$ cat config.mk
export PLATFORM = sky130hd
export DESIGN_NAME = rom_fetch_unit
export DESIGN_NICKNAME = d
export VERILOG_FILES = /design/src/rtl/rom_fetch_unit.sv
export SDC_FILE = /design/constraint.sdc
export NUM_CORES = 1
export LEC_CHECK = 0
export BUFFER_PORTS_ARGS = -buffer_cell sky130_fd_sc_hd__buf_4
export CORE_ASPECT_RATIO = 0.7
export CORE_MARGIN = 2
export CORE_UTILIZATION = 41
export DETAILED_ROUTE_END_ITERATION = 10
export MAX_ROUTING_LAYER = met4
export PLACE_DENSITY = 0.82
export RECOVER_POWER = 100
export SETUP_SLACK_MARGIN = 0.05
export SLEW_MARGIN = 10
export SYNTH_ARGS = -nofsm -noshare
export SYNTH_HDL_FRONTEND = slang
export SYNTH_SLANG_ARGS = --single-unit
$ cat constraint.sdc
create_clock -name iCLK -period 1.4 [get_ports iCLK]
set_clock_uncertainty 0.05 [all_clocks]
set_input_delay 0.07 -clock iCLK [delete_from_list [all_inputs] [get_ports iCLK]]
set_output_delay 0.07 -clock iCLK [all_outputs]
set_load 0.005 [all_outputs]
$ cat src/rtl/rom_fetch_unit.sv
// Instruction-fetch front end: runs the ROM CE/RD read handshake for core fetches,
// returns the word with a one-cycle oDONE pulse, and substitutes NOP_INSTR on a timeout.
// Latency is 2 cycles minimum. The ROM stalls via iROM_VALID, bounded by TIMEOUT, and iFLUSH abandons a fetch.
//
// Ports:
//   iCLK, iRST_N           clock (rising edge), asynchronous active-low reset
//   iREQ, iADDR, iFLUSH    core fetch request (level, sampled in IDLE), word address, abandon
//   oBUSY, oDONE, oINSTR   fetch in progress, completion pulse, fetched word (held)
//   oERR                   sticky timeout flag, cleared only by reset
//   oROM_CE, oROM_RD,      ROM chip enable / read strobe / word address
//   oROM_ADDR
//   iROM_DATA, iROM_VALID  ROM read data and its valid qualifier
//
// Optional build macro FETCH_HIT_EN adds a one-entry line buffer. When the last
// ROM-sourced word is requested again, it is returned without a ROM access.
module rom_fetch_unit #(
    parameter int          ADDR_W    = 8,
    parameter int          DATA_W    = 32,
    parameter int          TIMEOUT   = 16,
    parameter logic [31:0] NOP_INSTR = 32'h00000013
) (
    input  logic              iCLK,
    input  logic              iRST_N,
    input  logic              iREQ,
    input  logic [ADDR_W-1:0] iADDR,
    input  logic              iFLUSH,
    output logic              oBUSY,
    output logic              oDONE,
    output logic [DATA_W-1:0] oINSTR,
    output logic              oERR,
    output logic              oROM_CE,
    output logic              oROM_RD,
    output logic [ADDR_W-1:0] oROM_ADDR,
    input  logic [DATA_W-1:0] iROM_DATA,
    input  logic              iROM_VALID
);

    // The counter only needs to reach TIMEOUT-1.
    localparam int CNT_W = (TIMEOUT > 2) ? $clog2(TIMEOUT) : 1;
    localparam logic [CNT_W-1:0] CNT_LAST = CNT_W'(TIMEOUT - 1);

    typedef enum logic {
        IDLE  = 1'b0,
        BUSRD = 1'b1
    } state_t;

    state_t            state_q, state_d;
    logic              busy_q, busy_d;
    logic              ce_q, ce_d;
    logic [ADDR_W-1:0] addr_q, addr_d;
    logic [DATA_W-1:0] instr_q, instr_d;
    logic              done_q, done_d;
    logic              err_q, err_d;
    logic [CNT_W-1:0]  cnt_q, cnt_d;

`ifdef FETCH_HIT_EN
    logic              buf_vld_q, buf_vld_d;
    logic [ADDR_W-1:0] buf_tag_q, buf_tag_d;
    logic [DATA_W-1:0] buf_dat_q, buf_dat_d;
    logic              hit;

    assign hit = buf_vld_q && (buf_tag_q == iADDR);
`endif

    always_comb begin
        state_d = state_q;
        ce_d    = ce_q;
        addr_d  = addr_q;
        instr_d = instr_q;
        done_d  = 1'b0;
        err_d   = err_q;
        cnt_d   = cnt_q;
`ifdef FETCH_HIT_EN
        buf_vld_d = buf_vld_q;
        buf_tag_d = buf_tag_q;
        buf_dat_d = buf_dat_q;
`endif

        case (state_q)
            IDLE: begin
                // A flush overrides the request. iROM_VALID is ignored while idle.
                if (iREQ && !iFLUSH) begin
`ifdef FETCH_HIT_EN
                    if (hit) begin
                        instr_d = buf_dat_q;
                        done_d  = 1'b1;
                    end else begin
                        state_d = BUSRD;
                        ce_d    = 1'b1;
                        addr_d  = iADDR;
                        cnt_d   = '0;
                    end
`else
                    state_d = BUSRD;
                    ce_d    = 1'b1;
                    addr_d  = iADDR;
                    cnt_d   = '0;
`endif
                end
            end

            BUSRD: begin
                if (iFLUSH) begin
                    // The branch redirect wins, even over data arriving this edge.
                    state_d = IDLE;
                    ce_d    = 1'b0;
                end else if (iROM_VALID) begin
                    state_d = IDLE;
                    ce_d    = 1'b0;
                    instr_d = iROM_DATA;
                    done_d  = 1'b1;
`ifdef FETCH_HIT_EN
                    buf_vld_d = 1'b1;
                    buf_tag_d = addr_q;
                    buf_dat_d = iROM_DATA;
`endif
                end else if (cnt_q == CNT_LAST) begin
                    // The ROM is unresponsive. Feed the core a NOP so it keeps running.
                    state_d = IDLE;
                    ce_d    = 1'b0;
                    instr_d = DATA_W'(NOP_INSTR);
                    done_d  = 1'b1;
                    err_d   = 1'b1;
`ifdef FETCH_HIT_EN
                    buf_vld_d = 1'b0;
`endif
                end else begin
                    cnt_d = cnt_q + 1'b1;
                end
            end

            default: begin
                state_d = IDLE;
                ce_d    = 1'b0;
            end
        endcase

        busy_d = (state_d == BUSRD);
    end

    always_ff @(posedge iCLK or negedge iRST_N) begin
        if (!iRST_N) begin
            state_q <= IDLE;
            busy_q  <= 1'b0;
            ce_q    <= 1'b0;
            addr_q  <= '0;
            instr_q <= '0;
            done_q  <= 1'b0;
            err_q   <= 1'b0;
            cnt_q   <= '0;
        end else begin
            state_q <= state_d;
            busy_q  <= busy_d;
            ce_q    <= ce_d;
            addr_q  <= addr_d;
            instr_q <= instr_d;
            done_q  <= done_d;
            err_q   <= err_d;
            cnt_q   <= cnt_d;
        end
    end

`ifdef FETCH_HIT_EN
    always_ff @(posedge iCLK or negedge iRST_N) begin
        if (!iRST_N) begin
            buf_vld_q <= 1'b0;
            buf_tag_q <= '0;
            buf_dat_q <= '0;
        end else begin
            buf_vld_q <= buf_vld_d;
            buf_tag_q <= buf_tag_d;
            buf_dat_q <= buf_dat_d;
        end
    end
`endif

    assign oBUSY     = busy_q;
    assign oDONE     = done_q;
    assign oINSTR    = instr_q;
    assign oERR      = err_q;
    assign oROM_CE   = ce_q;
    assign oROM_RD   = ce_q;
    assign oROM_ADDR = addr_q;

endmodule

# == Word level (Yosys, flattened, before mapping) ==
# Index checks and enable logic that the tools add are counted.
# classes
eq_ne,6
mul,0
div_mod_pow,0
addsub,1
n_mux,21
bitwise,3
n_lt_le_gt_ge,0
shifts,0
reduce_logical,8
# ops
operator,n
$mux 32,2
$mux 4,4
$mux 1,12
$ne 2x2->1 const B,4
$pmux 4 s2,1
$reduce_and 4->1,2
$add 4x1->4 const B,1
$eq 4x4->1 const B,1
$ne 4x3->1 const B,1
$pmux 1 s2,2
$reduce_and 2->1,2
$not 1->1,3
$reduce_and 3->1,1
$reduce_bool 2->1,1
$logic_and 1x1->1,1
$logic_not 1->1,1
# word_totals
reg_bits,48
input_bits,45
ram_bits,0
latchBits,0
rom_bits,0
out_inout_bits,45
mem_count,0

# == Longest topological paths before layout ==
# logic_depth
word_depth,5
mapped_depth,6
ltp_nobuf,5

# == Least setup slack after synthesis ==
# No wires, ideal clock.
# synth_timing
kind,flip-flop to flip-flop
start,register cnt_q[0]
end,register instr_q[0] (netlist: oINSTR[0])
setup_ns,0.121
path_buffers,1
t_arrival_ns,1.331
synth_period_minus_slack_ns,1.503
path_stages_with_launch,7
slack_ns,-0.103
cell_sequence,dfrtp_1 ha_1 and3_1 o21ai_1 buf_4 inv_2 o22a_1
# synth_via
elab_chain_cells,3
# synth_lines
element,line,source
start: declaration,54,"logic [CNT_W-1:0] cnt_q, cnt_d;"
start signal: assignment,159,cnt_q <= cnt_d;
$eq 4x4->1,117,end else if (cnt_q == CNT_LAST) begin
$reduce_bool 2->1 (no line),-,
$reduce_and 3->1 (no line),-,
end signal: assignment,156,instr_q <= instr_d;
end: declaration,51,"logic [DATA_W-1:0] instr_q, instr_d;"
# Every way passes these cells.
# A chain may end at the register's enable or synchronous reset.

# == Final worst setup path ==
# layout_timing
start,register cnt_q[1]
end,register instr_q[1] (netlist: oINSTR[1])
# Same word-level chain as after synthesis.

==> metrics.cfg <==
[status]
status=complete, but fails checks
violations=setup timing

[floorplanning]
core_area_um2=4329
initial_utilization_pct=42.69
ios=90
die_h_um=60.17
design.die.area_um2=5069
die_w_um=84.25
fp-row-count=20

[yosys]
synthTopCellsByArea=dfrtp_1, a22o_1, nand2_1, o22a_1, nor3b_2
ys_ff_latch=48
ys_async_sr_fraction_pct=100.0
ys_types=29
yosys-top-cells-count=dfrtp_1, a22o_1, nand2_1
postSynthAreaPerCell_um2=13.11
yosysSeqAreaShare_pct=65.00
synth_cells=141
syn-cell-area_um2=1848
synth_edf_count=0
syn-num-nets=187
yosysMostFrequentCell=dfrtp_1
ys.flop_type=dfrtp_1
yosysTopAreaCellShare_pct=65.00
synth_area_leader_cell=dfrtp_1
yosys_warnings=0

[routing]
drtIter0Drc=54
drc=0
wl_mm=5.132
vias=1683
dr.pass1.iters=4
antenna_left=0
routedWlPerCell_um=15.05
viasPerCell=4.935

[worst_setup_path]
worstSetupPathType=flop to flop
r2r-start=cnt_q[1]
slowest_stage=dfrtp_1
rrSetupSlack_ns=-0.06
crit_arrival_ns=1.58
slowest_delay_ns=0.41
critPathMaxFanout=4
ff2ff_path_depth=6
crit_path_start_kind=flop
path_cells=ha_4 -> and3_4 -> o21ai_4 -> buf_6 -> inv_4 -> o22a_1
worstPathRequired_ns=1.53
critPathBufInv=2
worst_setup_path_end_kind=flop
r2r-end=oINSTR[1]
cp_top_family=flip-flops

[worst_hold_path]
holdCritPathClass=primary input to flop
whs_path_depth=4
min_to=oDONE
hp-start=iROM_VALID

[clocking]
clk_pin_slew_worst_paths_ns=0.08
cts_buffer_depth=2
htreeDepth=2
cts_buffers=5
tritoncts=done
clock-sinks=48
root_buffer=clkbuf_8
clock_latency_ns=0.29

[pwr]
power_density_nw_per_um2=1198
vdd_ir_drop_max_mv=0.6998
power_leakage_nw=1.595
power_mw=3.833

[grt]
grt_max_degree=49
overflow=0
antenna_found_initial=0
first_global_vias=1740
grtUsageTotal_pct=22.55
grt_pass1_wl_mm=8.355

[layout]
drive_above_1_share_pct=42.31
syn_to_final_growth_pct=73.05
diodes=0
layout.nets=332

[sta]
fin_crit_sh_pct=103.9
drv_slew=0
fin_ws_ns=-0.05520
fin_setup_tns_ns=-0.6260
rsz0062_at_grt=yes
finalSetupViolCount=31
min_period_ns=1.455
finalHoldViolCount=0
max_freq_mhz=687.2
relSlewSlack_pct=57.80
tightestPinTransition_ns=0.6330

[place]
place_hpwl_mm=3.207
io_buffers=89
gp_congestion=0.7785

[run]
cap_violations=0

==> how the worst max path moves through the flow <==
stage / cells after the start / from / slack (ns) / to
after floorplan: 6 / cnt_q[0] / -0.01 / oINSTR[0]
after global placement: 5 / cnt_q[1] / -0.04 / oINSTR[27]
after detailed placement: 5 / cnt_q[1] / -0.11 / oINSTR[27]
after CTS: 6 / cnt_q[0] / -0.05 / oINSTR[1]
after global routing: 6 / cnt_q[0] / -0.11 / oINSTR[1]
final: 6 / cnt_q[1] / -0.06 / oINSTR[1]
==> sequential cells by signal, summed over array words and instances (netlist names) <==
| register | cells |
|---|---|
| cnt_q | 4 |
| oBUSY | 1 |
| oDONE | 1 |
| oERR | 1 |
| oINSTR | 32 |
| oROM_ADDR | 8 |
| oROM_CE | 1 |
==> stage by stage <==
step	hold slack, ns	std cells	setup slack [ns]	utilization [%]	area [um2]
6_report	0.1351	341	-0.05520	73.87	3198
5_1_grt	0.1395	341	-0.1098	73.87	3198
4_1_cts	0.1387	339	-0.05287	73.61	3187
3_5_place_dp	0.06347	290	-0.1059	61.24	2651
3_3_place_gp	0.06299	290	-0.03537	61.24	2651
2_1_floorplan	-0.2756	141	-0.01480	-	1874
==> placed cells by master, fill, tap and decap left out, types with 2 or more instances in the layout <==
cell type / instances
buf_4: 56
dfrtp_1: 47
dlygate4sd3_1: 41
clkbuf_4: 40
nand2_1: 29
a22o_1: 29
clkbuf_1: 6
clkbuf_8: 5
o22a_1: 3
buf_6: 3
nor3b_2: 2
mux2i_1: 2
==> worst min-delay path, cell delays in order <==
cell and delay [ns]:
buf_4 0.12, o21ai_4 0.07, buf_6 0.12, inv_4 0.05
==> routing by layer <==
metal | routed length [um] | part of all wire, % | up-vias | GRT usage (%)
li1 | - | - | 798 | -
met1 | 2202 | 43 | 817 | 26.41
met2 | 2617 | 51 | 59 | 39.80
met3 | 243 | 4.7 | 9 | 4.558
met4 | 68 | 1.3 | 0 | 7.604
met5 | 0 | 0 | - | -
==> kinds of logic after synthesis <==
kind of cell	share of synthesized area, %
multiplexers	1.083
flip-flops	65.00
AO/OA/AOI/OAI	17.87
adder cells (fa/ha/maj)	0.6769
buffers and inverters	3.317
AND/OR/NAND/NOR	12.05
==> report_power, final <==
part / internal (mW) / switching (mW)
Clock: 0.523 / 0.410
Combinational: 0.678 / 0.368
Sequential: 1.68 / 0.178
==> layout make-up <==
cell class                      count  area, um2
Clock buffer                        6      72.57
Clock inverter                      1      30.03
Fill cell                         289       1131
Inverter                            2      10.01
Multi-Input combinational cell     83      625.6
Sequential cell                    48       1202
Tap cell                           55      68.82
Timing Repair Buffer              146       1189
==> what timing repair did <==
action | in CTS | in global routing
endpoints found under the setup margin | 33 | 36
pin swaps | 5 | 3
gates resized for setup | 3 | 3
hold buffers | 41 | 0
buffers inserted | 1 | 2
endpoints found under the hold margin | 88 | 0
No activity file was read; power rests on OpenSTA's default activity.
